===== src/rtl/plat_layout_loader.sv =====
// Follows the character's vertical block and reloads that block's platform table from ROM into a shadow bank, then commits it atomically.
// A commit is visible PLAT_NUM+3 cycles after a crossing; there is no backpressure, and y is sampled only in IDLE with one block moved per load.
module plat_layout_loader #(
    parameter int BLOCK_NUM    = 7,
    parameter int PLAT_NUM     = 7,
    parameter int PHY_WIDTH    = 14,
    parameter int LEN_WIDTH    = 4,
    parameter int BLOCK_HEIGHT = 480,
    parameter int IDX_WIDTH    = 5,
    parameter int HYST         = 8,
    parameter int ROM_AW       = $clog2(BLOCK_NUM*PLAT_NUM)
) (
    input  logic                                 sys_clk,
    input  logic                                 sys_rst_n,
    input  logic [PHY_WIDTH-1:0]                 abs_char_y,
    output logic [ROM_AW-1:0]                    rom_addr,
    input  logic [2*PHY_WIDTH+LEN_WIDTH-1:0]     rom_data,
    output logic [IDX_WIDTH-1:0]                 block_idx,
    output logic [$clog2(BLOCK_NUM)-1:0]         block_type,
    output logic [PLAT_NUM*PHY_WIDTH-1:0]        plat_x,
    output logic [PLAT_NUM*PHY_WIDTH-1:0]        plat_y,
    output logic [PLAT_NUM*LEN_WIDTH-1:0]        plat_len,
    output logic                                 layout_valid,
    output logic                                 busy,
    output logic                                 block_switch,
    output logic                                 switch_up
);
    localparam int TYPE_W = $clog2(BLOCK_NUM);
    localparam int CNT_W  = $clog2(PLAT_NUM + 1);
    localparam int CW     = PHY_WIDTH + 1;
    localparam logic [CW-1:0]        BH_EXT   = CW'(BLOCK_HEIGHT);
    localparam logic [CW-1:0]        HYST_EXT = CW'(HYST);
    localparam logic [PHY_WIDTH-1:0] BH       = PHY_WIDTH'(BLOCK_HEIGHT);
    localparam logic [TYPE_W-1:0]    TYPE_MAX = TYPE_W'(BLOCK_NUM - 1);
    localparam logic [ROM_AW-1:0]    PN_A     = ROM_AW'(PLAT_NUM);

    typedef enum logic [1:0] {S_IDLE, S_FETCH, S_COMMIT} state_t;

    state_t                        state;
    logic [IDX_WIDTH-1:0]          t_idx;
    logic [TYPE_W-1:0]             t_type;
    logic [PHY_WIDTH-1:0]          t_base;
    logic                          t_up;
    logic [CNT_W-1:0]              cnt;
    logic [PLAT_NUM*PHY_WIDTH-1:0] sh_x;
    logic [PLAT_NUM*PHY_WIDTH-1:0] sh_y;
    logic [PLAT_NUM*LEN_WIDTH-1:0] sh_len;

    logic [CW-1:0]     y_ext;
    logic [CW-1:0]     base_ext;
    logic              want_up;
    logic              want_dn;
    logic [TYPE_W-1:0] type_up;
    logic [TYPE_W-1:0] type_dn;

    // One extra bit keeps base+height and y+hysteresis from wrapping.
    always_comb begin
        y_ext    = {1'b0, abs_char_y};
        base_ext = {1'b0, t_base};
        want_up  = (y_ext >= base_ext + BH_EXT) && (t_idx != '1);
        want_dn  = (t_idx != '0) && (y_ext + HYST_EXT < base_ext);
        type_up  = (t_type == TYPE_MAX) ? '0 : t_type + 1'b1;
        type_dn  = (t_type == '0) ? TYPE_MAX : t_type - 1'b1;
    end

    always_ff @(posedge sys_clk or negedge sys_rst_n) begin
        if (!sys_rst_n) begin
            state        <= S_IDLE;
            t_idx        <= '0;
            t_type       <= '0;
            t_base       <= '0;
            t_up         <= 1'b0;
            cnt          <= '0;
            sh_x         <= '0;
            sh_y         <= '0;
            sh_len       <= '0;
            rom_addr     <= '0;
            block_idx    <= '0;
            block_type   <= '0;
            plat_x       <= '0;
            plat_y       <= '0;
            plat_len     <= '0;
            layout_valid <= 1'b0;
            busy         <= 1'b0;
            block_switch <= 1'b0;
            switch_up    <= 1'b0;
        end else begin
            block_switch <= 1'b0;
            case (state)
                S_IDLE: begin
                    // Nothing committed yet: load type 0 without moving the targets.
                    if (!layout_valid) begin
                        cnt      <= '0;
                        rom_addr <= '0;
                        busy     <= 1'b1;
                        state    <= S_FETCH;
                    end else if (want_up) begin
                        t_idx    <= t_idx + 1'b1;
                        t_type   <= type_up;
                        t_base   <= t_base + BH;
                        t_up     <= 1'b1;
                        cnt      <= '0;
                        rom_addr <= ROM_AW'(type_up) * PN_A;
                        busy     <= 1'b1;
                        state    <= S_FETCH;
                    end else if (want_dn) begin
                        t_idx    <= t_idx - 1'b1;
                        t_type   <= type_dn;
                        t_base   <= t_base - BH;
                        t_up     <= 1'b0;
                        cnt      <= '0;
                        rom_addr <= ROM_AW'(type_dn) * PN_A;
                        busy     <= 1'b1;
                        state    <= S_FETCH;
                    end
                end
                S_FETCH: begin
                    // ROM data trails its address by one cycle, so slot k fills when cnt == k+1.
                    for (int k = 0; k < PLAT_NUM; k++) begin
                        if (cnt == CNT_W'(k + 1)) begin
                            sh_x[k*PHY_WIDTH +: PHY_WIDTH]   <= rom_data[LEN_WIDTH+PHY_WIDTH +: PHY_WIDTH];
                            sh_y[k*PHY_WIDTH +: PHY_WIDTH]   <= rom_data[LEN_WIDTH +: PHY_WIDTH];
                            sh_len[k*LEN_WIDTH +: LEN_WIDTH] <= rom_data[0 +: LEN_WIDTH];
                        end
                    end
                    if (cnt < CNT_W'(PLAT_NUM - 1)) begin
                        rom_addr <= rom_addr + 1'b1;
                    end
                    if (cnt == CNT_W'(PLAT_NUM)) begin
                        state <= S_COMMIT;
                    end else begin
                        cnt <= cnt + 1'b1;
                    end
                end
                S_COMMIT: begin
                    plat_x       <= sh_x;
                    plat_y       <= sh_y;
                    plat_len     <= sh_len;
                    block_idx    <= t_idx;
                    block_type   <= t_type;
                    layout_valid <= 1'b1;
                    if (layout_valid) begin
                        block_switch <= 1'b1;
                        switch_up    <= t_up;
                    end
                    busy  <= 1'b0;
                    state <= S_IDLE;
                end
                default: state <= S_IDLE;
            endcase
        end
    end
endmodule


===== config.mk =====
export PLATFORM = sky130hd
export DESIGN_NAME = plat_layout_loader
export DESIGN_NICKNAME = d
export VERILOG_FILES = /design/src/rtl/plat_layout_loader.sv
export SDC_FILE = /design/constraint.sdc
export NUM_CORES = 1
export LEC_CHECK = 0
export BUFFER_PORTS_ARGS = -buffer_cell sky130_fd_sc_hd__buf_2
export CORE_ASPECT_RATIO = 1.25
export CORE_MARGIN = 2
export CORE_UTILIZATION = 50
export CTS_CLUSTER_DIAMETER = 150
export DETAILED_ROUTE_END_ITERATION = 10
export PLACE_DENSITY = 0.81
export SKIP_CTS_REPAIR_TIMING = 1
export SLEW_MARGIN = 30
export SYNTH_ARGS = -nofsm -noshare
export SYNTH_HDL_FRONTEND = slang
export SYNTH_SLANG_ARGS = --single-unit
export TNS_END_PERCENT = 50

===== constraint.sdc =====
create_clock -name sys_clk -period 6.1 [get_ports sys_clk]
set_clock_uncertainty 0.1 [all_clocks]
set_input_delay 0 -clock sys_clk [delete_from_list [all_inputs] [get_ports sys_clk]]
set_output_delay 0 -clock sys_clk [all_outputs]
set_load 0.03 [all_outputs]

==> summary.txt <==
Setup path
  • CP max-delay cell: dfrtp_1
  • Worst reg2reg path depth: 20
  • Crit path max-delay family: compound AO/OA/AOI/OAI gates
  • Crit Path Category: flip-flop to flip-flop
  • CP max stage delay: approximately 0.5 ns
  • CP arrival: 4.75 ns
  • CP bufs+invs: 3
  • Crit path from: t_base[5]
  • Crit-path cells: inv_2, ha_1, a21oi_1, nand2_1, xnor2_1, ha_1, o21a_1, o21ai_0, a21oi_1, o21ai_1, buf_4, inv_2, fa_1, a21o_1, a211oi_1, o21ai_0, o211ai_1, xnor2_1, nor2_1, xnor2_1
  • Reg2reg start: t_base[5]
  • Most common cell on crit path: xnor2_1
  • Crit end category: flip-flop
  • Crit start category: flip-flop
  • Critical path required time: 6.44 ns
  • Largest fanout on the critical path: 18
  • RR Endpoint: t_base[13]
  • Worst reg-to-reg setup slack: roughly 1.7 ns

Routing
  • Vias post-DR: approximately 14k
  • DR vias/cell: 5.38
  • Final WL: 48.8 mm
  • Post-DR wirelength/cell: 18.5 um
  • DRC violations left: 0
  • Detail Route Antenna Nets: 0
  • Initial DRC Count: between 800 and 900
  • First-pass DRT Iterations: 5

Timing
  • Period minus WS final: 4.41 ns
  • Relative slew slack: between 40% and 50%
  • FMAX: 227 MHz
  • Least-Margin Pin Slew: ~0.82 ns
  • Post-route setup TNS: 0 ns
  • Final Hold Fails: 0
  • Final setup vio count: 0
  • Final Cycle Share: between 70% and 80%
  • Final worst slack: 1.69 ns
  • RSZ-0062 raised after global routing: no
  • Max Transition Viols Final: 0
  • Hold slack: ~0.057 ns

Floorplan
  • # IOs: 290
  • Initial Util: 50.9%
  • Die area: between 0.04 and 0.05 mm2
  • Die Height: around 230 um
  • Std cell rows: ~80
  • Die Width: 183 um
  • Core Region: 0.0392 mm2

Logic synthesis
  • Syn nets: 1900
  • Flops & latches, synth: around 490
  • Synthesized area: 0.0200 mm2
  • Number of synthesized flops with an enable pin: 0
  • Post-synthesis cell count: ~1.8k
  • Most used DFF post-synth: dfrtp_1
  • Mapped Avg Cell Area: ~11 um2
  • Synth warn: 0
  • Register area share after synthesis: 61.3%
  • Yosys cell types: 58
  • Async set or reset register ratio after synthesis: between 90% and 100%

Min path
  • Hold endpoint: busy
  • Worst Hold Depth: 5
  • Hold Crit Start: abs_char_y[12]
  • Path type of the worst min-delay path: input pin to flip-flop

Finish
  • P&R area growth vs syn: 19.8%
  • Util after Layout: 61.0%
  • Final #Nets: 2206
  • Area of the multi-input gates: 0.00737 mm2
  • Fraction of layout cells with a size suffix above 1: 29.1%
  • # diodes: 0
  • Sequential Area: 0.0122 mm2
  • FILL cells: 3123

GRT
  • GRT overflow: 0
  • Largest net degree at the start of global routing: 183
  • Initial antenna violation count: 0
  • Vias in the first global route: 14.1k
  • GRT Overall Usage: 23.1%
  • Global-route wire length before repair: 75.9 mm

CTS
  • Clock root cell: clkbuf_16
  • CTS tree: yes
  • CTS Buf Count: 48
  • Clk sinks: between 400 and 500
  • CTS H-tree depth: 2
  • Clock buffer depth: 3
  • Clk_lat worst skew: about 0.57 ns
  • Clk pin slew, worst setup/hold paths: 0.06 ns

Outcome
  • Outcome: finished clean

Power and ir drop
  • Worst VDD drop: roughly 0.00043 V
  • Pwr Density: ~640 mW/mm2
  • Leak: 0.0119 uW

Place
  • Detailed placement HPWL: approximately 31 mm
  • Routability cong.: 0.842
  • Worst slack, placed: 1.67 ns
  • # port buffers: 289

Flow run
  • MaxCap Viol Count: 0
==> kinds of logic (layout without fill, tap and decap cells) <==
family / after synthesis / count (layout) / synth area share, %
fa+ha+maj: 50 / 50 / 3.21
mux: 237 / 237 / 13.4
flops: 489 / 489 / 61.3
compound gates: 97 / 97 / 3.22
xor+xnor: 35 / 35 / 1.54
buf+inv: 111 / 452 / 2.14
simple gates: 783 / 783 / 15.2
==> worst max path at each step <==
stage            endpoint  depth (start not counted)
3_3_place_gp   t_base[13]                         20
5_1_grt        t_base[13]                         17
6_report       t_base[13]                         20
3_5_place_dp   t_base[13]                         20
4_1_cts        t_base[13]                         20
2_1_floorplan  t_base[13]                         20
==> sequential cells by signal, summed over array words and instances, names as in the netlist <==
| name | flops |
|---|---|
| plat_x | 98 |
| state | 2 |
| t_idx | 5 |
| sh_len | 28 |
| switch_up | 1 |
| sh_x | 98 |
| block_switch | 1 |
| layout_valid | 1 |
| block_idx | 5 |
| plat_y | 98 |
| sh_y | 98 |
| busy | 1 |
| t_type | 3 |
| block_type | 3 |
| cnt | 3 |
| rom_addr | 6 |
| plat_len | 28 |
| t_up | 1 |
| t_base | 9 |
==> tightest hold or removal path, stage by stage <==
cell	delay (ns)
buf_2	0.15
a311o_1	0.23
a31oi_1	0.14
nor2_1	0.11
nor2_1	0.04
==> power by group <==
group	switching, uW	internal [uW]
clock network	1250	1690
registers	1070	4900
logic	3990	2500
==> Yosys cell counts, drive strengths merged (6+ instances only) <==
master,instances,area share [%]
inv,28,0.53
o21ai,30,0.77
a21oi,22,0.55
dfrtp,489,61
mux2i,6,0.30
buf,22,0.47
clkbuf,61,1.1
nand3,8,0.20
nand4,7,0.22
nor2,18,0.34
xor2,10,0.44
a21o,7,0.27
xnor2,25,1.1
ha,48,3.0
mux2,231,13
nand2,720,14
nor3,9,0.23
==> area by class of cell <==
class | count | area share (%)
repair buffers | 339 | 8.47
clock inverters | 15 | 0.816
well taps | 498 | 2.60
flip-flops and latches | 489 | 51.2
multi-input cells | 1202 | 30.8
clock buffers | 70 | 5.70
inverters | 28 | 0.439
==> metrics by stage <==
| stage | power [uW] | cell area [um2] | std cells |
|---|---|---|---|
| 3_5_place_dp | 12400 | 21900 | 2516 |
| 4_1_cts | 15500 | 23500 | 2601 |
| 6_report | 15400 | 23900 | 2641 |
| 2_1_floorplan | 10400 | 20000 | 1802 |
| 5_1_grt | 16300 | 23900 | 2641 |
| 3_3_place_gp | 12200 | 21900 | 2516 |
==> placed cells by master (no fill, tap or decap), types with 6 or more instances in the layout <==
cell type | Yosys | final
inv_1 | 26 | 26
mux2i_1 | 6 | 6
mux2_2 | 229 | 229
buf_4 | 0 | 6
nand4_1 | 7 | 7
nor3_1 | 9 | 9
clkbuf_1 | 61 | 14
ha_1 | 48 | 48
xnor2_1 | 25 | 25
nor2_1 | 18 | 17
clkbuf_8 | 0 | 8
a21oi_1 | 22 | 22
nand2_1 | 720 | 718
a21o_1 | 6 | 6
clkbuf_16 | 0 | 48
dfrtp_1 | 489 | 489
xor2_1 | 10 | 10
buf_2 | 3 | 288
o21ai_0 | 28 | 28
dlygate4sd3_1 | 0 | 37
==> layer usage <==
layer  GRT usage (%)  wire length, um
met1            30.3            20700
met2            39.0            24200
met4            8.69             1570
met3            3.60             2360
met5               0                0
(Power assumes the default switching activity.)
